File: src/rtl/mult_pipe_ext.sv
`default_nettype none
// ============================================================================
// Module   : mult_pipe_ext
// Brief    : Pipelined shift-add multiplier, one partial-product stage per
//            multiplier bit, per-transaction signed/unsigned mode,
//            valid/ready backpressure, tag passthrough and synchronous flush.
// Revision : 1.0 - initial release
// ============================================================================
module mult_pipe_ext #(
  parameter int N     = 8,
  parameter int M     = 4,
  parameter int TAG_W = 4
) (
  input  logic             clk,
  input  logic             rst,
  input  logic             flush,
  input  logic             in_valid,
  output logic             in_ready,
  input  logic             in_signed,
  input  logic [N-1:0]     mult1,
  input  logic [M-1:0]     mult2,
  input  logic [TAG_W-1:0] in_tag,
  output logic             out_valid,
  input  logic             out_ready,
  output logic [N+M-1:0]   res,
  output logic [TAG_W-1:0] out_tag,
  output logic             busy
);

  localparam int W = N + M;

  // Stage 0 holds raw operands; stage k (1..M) holds the accumulator after
  // adding the partial product of multiplier bit k-1. Mode, multiplicand and
  // remaining multiplier bits are only needed up to stage M-1.
  logic [M:0]       vld;
  logic [M-1:0]     mode;
  logic [M-1:0]     mplier   [0:M-1];
  logic [W-1:0]     mcand    [0:M-1];
  logic [W-1:0]     acc      [0:M];
  logic [TAG_W-1:0] tag      [0:M];
  logic [W-1:0]     next_acc [1:M];

  logic advance;
  logic accept;

  // The whole pipe moves together; it only stalls when the output is held.
  assign advance   = !vld[M] || out_ready;
  assign in_ready  = advance && !flush && !rst;
  assign accept    = in_valid && in_ready;

  assign out_valid = vld[M];
  assign res       = acc[M];
  assign out_tag   = tag[M];
  assign busy      = |vld;

  // Partial-product adders. In signed mode the multiplier MSB carries
  // weight -2^(M-1), so its partial product is subtracted.
  for (genvar k = 1; k <= M; k++) begin : g_pp
    logic [W-1:0] pp;
    assign pp = mplier[k-1][0] ? mcand[k-1] : '0;
    if (k == M) begin : g_msb
      assign next_acc[k] = mode[k-1] ? (acc[k-1] - pp) : (acc[k-1] + pp);
    end else begin : g_low
      assign next_acc[k] = acc[k-1] + pp;
    end
  end

  // Pipeline registers: valid bits shift on advance; a stage's data only
  // follows its predecessor when that predecessor carries a transaction, so
  // bubbles never disturb the held output value.
  always_ff @(posedge clk or posedge rst) begin
    if (rst) begin
      vld  <= '0;
      mode <= '0;
      for (int k = 0; k < M; k++) begin
        mplier[k] <= '0;
        mcand[k]  <= '0;
      end
      for (int k = 0; k <= M; k++) begin
        acc[k] <= '0;
        tag[k] <= '0;
      end
    end else begin
      if (flush) begin
        vld <= '0;
      end else if (advance) begin
        vld <= {vld[M-1:0], accept};
      end

      if (accept) begin
        mode[0]   <= in_signed;
        tag[0]    <= in_tag;
        mcand[0]  <= in_signed ? {{M{mult1[N-1]}}, mult1} : {{M{1'b0}}, mult1};
        mplier[0] <= mult2;
        acc[0]    <= '0;
      end

      if (advance && !flush) begin
        for (int k = 1; k < M; k++) begin
          if (vld[k-1]) begin
            mode[k]   <= mode[k-1];
            mcand[k]  <= mcand[k-1] << 1;
            mplier[k] <= mplier[k-1] >> 1;
          end
        end
        for (int k = 1; k <= M; k++) begin
          if (vld[k-1]) begin
            acc[k] <= next_acc[k];
            tag[k] <= tag[k-1];
          end
        end
      end
    end
  end

endmodule
`default_nettype wire
File: config.mk
export PLATFORM = sky130hd
export DESIGN_NAME = mult_pipe_ext
export DESIGN_NICKNAME = d
export VERILOG_FILES = /design/src/rtl/mult_pipe_ext.sv
export SDC_FILE = /design/constraint.sdc
export NUM_CORES = 1
export LEC_CHECK = 0
export CAP_MARGIN = 20
export CORE_UTILIZATION = 35
export CTS_BUF_LIST = sky130_fd_sc_hd__clkbuf_8
export CTS_CLUSTER_SIZE = 12
export DETAILED_ROUTE_END_ITERATION = 8
export HOLD_SLACK_MARGIN = 0.1
export MAX_ROUTING_LAYER = met4
export PLACE_DENSITY = 0.55
export SYNTH_ARGS = -nofsm -noshare
export SYNTH_HDL_FRONTEND = slang
export SYNTH_SLANG_ARGS = --single-unit
export TNS_END_PERCENT = 10
File: constraint.sdc
create_clock -name clk -period 11.9 [get_ports clk]
set_input_delay 2.38 -clock clk [delete_from_list [all_inputs] [get_ports clk]]
set_output_delay 2.38 -clock clk [all_outputs]
set_load 0.05 [all_outputs]
==> impl_metrics.py, run 1 <==
metrics = {
    "layout": {
        "num-nets-final": 633,
        "final_cells": 815,
        "area_growth_syn_to_layout_pct": 15.40,
        "utilization_pct": 41.28,
        "antennaDiodeCount": 0,
        "drive_gt1_share_pct": 17.14,
    },
    "timing": {
        "whs_ps": 468.7,
        "post-route-period-util_pct": 54.77,
        "worst_pin_slew_ps": 831.3,
        "finalCriticalPeriod_ps": 6518,
        "worst_slack_ps": 5382,
        "rsz0062_at_grt": "false",
        "hold_violations": 0,
        "setup_viol": 0,
        "fmax_ghz": 0.1534,
        "max_slew_margin_pct": 44.58,
        "fin_skew_ps": 7.445,
        "fin_tns_setup_ps": 0,
        "maxSlewViolCount": 0,
    },
    "logic_synthesis": {
        "synthCells": 557,
        "ys.warnings.count": 0,
        "syn-num-nets": 608,
        "avgSynthCellArea_um2": 10.65,
        "ys_ff_latch": 120,
        "ys_types": 48,
        "async_flop_share_pct": 100.0,
        "synth_top_flop_cell": "dfrtp_1",
        "yosysTopAreaCell": "dfrtp_1",
        "ys_seq_area_share_pct": 50.62,
        "synth_edf_count": 0,
        "synthTopCellsByArea": "dfrtp_1 51%, mux2_2 11%, nand2_1 7.8%",
        "syn_area_mm2": 0.005932,
        "yosysTopAreaCellShare_pct": 50.62,
    },
    "floorplan": {
        "die_w_um": 132.2,
        "num_io_pins": 41,
        "dieArea_mm2": 0.01747,
        "core_area_mm2": 0.01658,
        "fp.dieH_um": 132.2,
        "rows": 47,
        "start_util_pct": 35.77,
    },
    "worst_setup_path": {
        "path_delay_family": "buffers and inverters",
        "cp-start-kind": "primary input",
        "crit_chain": "clkdlybuf4s50_1, nor2b_1, nor3_1, clkdlybuf4s50_1",
        "cpMostUsedCell": "clkdlybuf4s50_1",
        "arrival_ps": 4140,
        "critPathSlowestCell": "clkdlybuf4s50_1",
        "slowest_delay_ps": 730,
        "cp.required_ps": 9520,
        "end_kind": "output pin",
        "crit_fanout": 7,
        "worst-setup-path-type": "in -> out",
        "crit_buf_inv": 2,
    },
    "outcome": {
        "outcome": "completed",
    },
    "cts": {
        "post_cts_buffers": 0,
        "clkLatencyLatePin_ps": 440,
        "tritoncts": "yes",
        "htree_levels": 4,
        "ctsRootBufferMaster": "clkbuf_8",
        "cts_resized": 0,
        "clockBufferDepth": 2,
        "cts_buffers": 17,
        "clk_pin_slew_worst_paths_ps": 70,
        "ctsHoldBuffers": 0,
        "clock-sinks": 120,
    },
    "power": {
        "cellPowerDensity_mw_per_mm2": 181.2,
        "max-vdd-ir-drop_uv": 79.40,
        "p_leak_nw": 3.203,
    },
    "route": {
        "ant_nets": 0,
        "wl_per_cell_um": 13.36,
        "first_pass_iters": 4,
        "wl_um": 10890,
        "drc": 0,
        "via_per_inst": 4.748,
        "drt_iter0_drc": 150,
        "vias": 3870,
    },
    "run": {
        "cap_violations": 0,
    },
    "worst_hold_path": {
        "hold_class": "reg -> reg",
    },
    "grt": {
        "grt_pass1_vias": 3935,
        "grt_max_degree": 65,
        "antenna_found_initial": 0,
        "grt_use_total_pct": 14.23,
        "overflow": 0,
        "grt_pass1_wl_um": 19060,
    },
    "place": {
        "portBuffers": 40,
        "dp_hpwl_um": 7891,
        "gp_congestion": 0.8720,
        "place_ws_ps": 5371,
        "place_inst": 783,
    },
}
registers in the layout, indices dropped and copies added, names as in the netlist:
name / flops
acc: 33
mcand: 36
mode: 4
mplier: 10
out_tag: 4
res: 12
tag: 16
vld: 5
power breakdown:
part | internal [mW] | switching (mW) | total [mW]
combinational | 0.142 | 0.144 | 0.286
clock | 0.237 | 0.162 | 0.399
sequential | 0.489 | 0.0659 | 0.555
total | 0.869 | 0.372 | 1.24
logic make-up (layout without fill, tap and decap cells):
group                      after synthesis  after routing  synth area share [%]
AOI/OAI and AO/OA                       91             91                 9.344
DFF                                    120            120                 50.62
xor gates and xnor gates                25             25                 3.691
and+or+nand+nor                        194            194                 14.95
buffers and inverters                   39             77                 3.818
muxes                                   59             59                 11.20
adders and majority gates               29             29                 6.370
worst register-to-register path, stage by stage, from the launching register on:
cell and delay, ps:
dfrtp_1 560, nand2_1 150, ha_1 260, nor2_1 270
nor3_1 70, or3_1 350, ha_1 350, and3_1 230
a221oi_2 290, xor2_1 170, o21ai_1 70
placed cells by master, fill, tap and decap left out, types with 8 or more instances in the layout:
cell type          n
clkbuf_8          19
xor2_1            17
nor3_1             8
dfrtp_1          120
xnor2_1            8
a21oi_1           20
ha_1              27
clkdlybuf4s50_1   40
nand2_1          124
mux2_2            59
nor2_1            16
a21o_1             8
o21ai_0           34
and2_1            19
worst paths after layout:
path	from	endpoint	slack, ps	cells past startpoint
max reg2reg	mplier[0]	res[10]	9000	10
max	out_ready	in_ready	5380	4
min reg2reg	tag[14]	tag[10]	470	2
min	tag[14]	tag[10]	470	2
max in group asynchronous	rst	mcand[20]	8210	3
min in group asynchronous	rst	mcand[22]	2440	2
synthesized netlist by cell type (2+ instances only):
master and count:
buf_4 18, and3_1 3, a211oi_1 3, o21ai_0 34
or3_1 3, inv_1 4, buf_1 4, dfrtp_1 120
mux2_2 59, nor2b_1 3, xor2_1 17, clkbuf_1 8
nor3_1 8, nand2_1 124, o31ai_1 4, nand2_2 2
and2_1 19, a21oi_1 20, o21bai_1 2, nor2_1 16
ha_1 27, nand2b_1 3, fa_1 2, a21o_1 8
o21ai_1 3, o21a_1 4, nand4_1 2, xnor2_1 8
nand3_1 3, a31o_2 2, buf_2 4, a31oi_1 4
metrics by stage:
stage | cell area, µm² | total power, mW
after CTS | 6845 | 1.258
final | 6845 | 1.241
after floorplan | 5932 | 0.7783
after global placement | 6406 | 0.8438
after detailed placement | 6406 | 0.8524
after global routing | 6845 | 1.325
cell type report:
class / count / area [µm²]
fill: 1644 / 9738
sequential: 120 / 3003
multi-input combinational: 398 / 2703
timing repair buffer: 41 / 407.9
tap: 220 / 275.3
clock buffer: 19 / 261.5
clock inverter: 13 / 177.7
inverter: 4 / 17.52
layer usage:
layer | wire, µm | up-vias | GRT usage, %
met3 | 412 | 19 | 4.421
met2 | 4881 | 59 | 21.08
met5 | 0 | - | -
met4 | 187 | 0 | 5.556
met1 | 5405 | 1838 | 18.11
li1 | - | 1954 | -
Power figures use the tool's default switching activity.
==> inputs of run 2 (changes only) <==
- clock period: 11.9 -> 6 ns (I/O delays scaled with it)
==> impl_metrics.py, run 2 (same netlist as run 1, synthesis figures left out) <==
metrics = {
    "worst_setup_path": {
        "slowest_delay_ps": 730,
        "worst-setup-path-type": "in -> out",
        "cp-start-kind": "primary input",
        "reg2reg_from": "mplier[0]",
        "cpMostUsedCell": "clkdlybuf4s50_1",
        "arrival_ps": 2970,
        "crit_chain": "clkdlybuf4s50_1, nor2b_1, nor3_1, clkdlybuf4s50_1",
        "crit_fanout": 7,
        "cp.required_ps": 4800,
        "path_delay_family": "buffers and inverters",
        "crit_buf_inv": 2,
        "end_kind": "output pin",
        "critPathSlowestCell": "clkdlybuf4s50_1",
        "startpoint": "out_ready",
    },
    "grt": {
        "antenna_found_initial": 0,
        "overflow": 0,
        "grt_pass1_vias": 4016,
        "grt_max_degree": 65,
        "grt_pass1_wl_um": 19240,
        "grt_use_total_pct": 14.44,
    },
    "floorplan": {
        "dieArea_mm2": 0.01747,
        "core_area_mm2": 0.01658,
        "num_io_pins": 41,
        "die_w_um": 132.2,
        "fp.dieH_um": 132.2,
        "start_util_pct": 35.77,
        "rows": 47,
    },
    "cts": {
        "post_cts_buffers": 0,
        "cts_buffers": 17,
        "ctsRootBufferMaster": "clkbuf_8",
        "cts_resized": 0,
        "ctsHoldBuffers": 0,
        "clock-sinks": 120,
        "clockBufferDepth": 2,
        "clk_pin_slew_worst_paths_ps": 60,
        "tritoncts": "yes",
        "clkLatencyLatePin_ps": 440,
        "htree_levels": 4,
    },
    "outcome": {
        "outcome": "completed",
    },
    "layout": {
        "num-nets-final": 633,
        "largest_register_ffs": 36,
        "reg_top3": "mcand x36, acc x33, tag x16",
        "drive_gt1_share_pct": 17.00,
        "design_area_mm2": 0.006867,
        "final_cell_mix": "124 x nand2_1, 120 x dfrtp_1, 59 x mux2_2",
        "layout_commonest_cell": "nand2_1",
        "largest_register": "mcand",
        "area_growth_syn_to_layout_pct": 15.76,
        "antennaDiodeCount": 0,
    },
    "route": {
        "ant_nets": 0,
        "first_pass_iters": 4,
        "wl_met1_um": 5439,
        "via_per_inst": 4.813,
        "drc": 0,
        "drt_iter0_drc": 210,
        "dr_wl_met2_um": 5029,
        "wl_um": 11070,
        "wl_per_cell_um": 13.59,
        "vias": 3918,
        "met3_length_um": 401,
        "top_layer": "met4",
    },
    "power": {
        "max-vdd-ir-drop_uv": 172.8,
        "p_leak_nw": 3.213,
        "cellPowerDensity_mw_per_mm2": 366.0,
    },
    "worst_hold_path": {
        "hold_start": "mode[2]",
        "hold_class": "reg -> reg",
    },
    "place": {
        "dp_hpwl_um": 7939,
        "portBuffers": 40,
        "placed_area_mm2": 0.006406,
        "gp_congestion": 0.8742,
    },
    "timing": {
        "fmax_ghz": 0.2401,
        "fin_skew_ps": 16.50,
        "post-route-period-util_pct": 69.43,
        "hold_violations": 0,
        "finalCriticalPeriod_ps": 4166,
        "maxSlewViolCount": 0,
        "fin_tns_setup_ps": 0,
        "rsz0062_at_grt": "false",
        "setup_viol": 0,
        "worst_pin_slew_ps": 871.9,
        "max_slew_margin_pct": 41.87,
    },
    "run": {
        "cap_violations": 0,
    },
}
==> run 2: where the power goes <==
part / switching (mW) / total (mW) / internal, mW / leakage, nW
registers: 0.132 / 1.10 / 0.970 / 1.57
clock network: 0.326 / 0.840 / 0.514 / 0.226
logic: 0.289 / 0.571 / 0.282 / 1.42
==> run 2: metrics by stage <==
step | hold WS [ps] | util, % | setup slack (ps) | cells | power (mW)
2_1_floorplan | 433.1 | - | 1614 | 557 | 1.544
3_3_place_gp | 448.4 | 38.63 | 1851 | 783 | 1.675
3_5_place_dp | 460.3 | 38.63 | 1861 | 783 | 1.692
4_1_cts | 479.5 | 41.41 | 1840 | 814 | 2.547
5_1_grt | 494.4 | 41.41 | 1738 | 814 | 2.682
6_report | 471.6 | 41.41 | 1834 | 814 | 2.513
==> run 2: layer usage <==
layer | track usage, % | vias to the layer above
met2 | 22.08 | 63
met1 | 17.78 | 1886
met4 | 5.875 | 0
met5 | - | -
met3 | 4.383 | 11
li1 | - | 1958
==> run 2: worst register-to-register path: stages, from the launching register on <==
cell and delay [ps]:
dfrtp_1 570, nand2_1 160, ha_1 260, nor2_1 260, nor3_1 80, or3_1 350
ha_1 350, and3_1 230, a221oi_2 290, xor2_1 170, o21ai_1 70
==> run 2: path summary, 6_finish.rpt <==
kind,end,slack [ps],depth (start not counted)
worst max-delay path,in_ready,1830,4
worst min-delay path,mode[2],470,2
worst max register to register,res[10],3070,10
worst min register to register,mode[2],470,2
max in group asynchronous,acc[15],3460,3
min in group asynchronous,tag[17],1280,2
==> run 2: area by class of cell <==
cell class                 instances  area, µm²
clock buffer                      19      261.5
sequential                       120       3003
fill                            1641       9717
tap                              220      275.3
inverter                           4      17.52
clock inverter                    12      198.9
multi-input combinational        398       2703
timing repair buffer              41      407.9
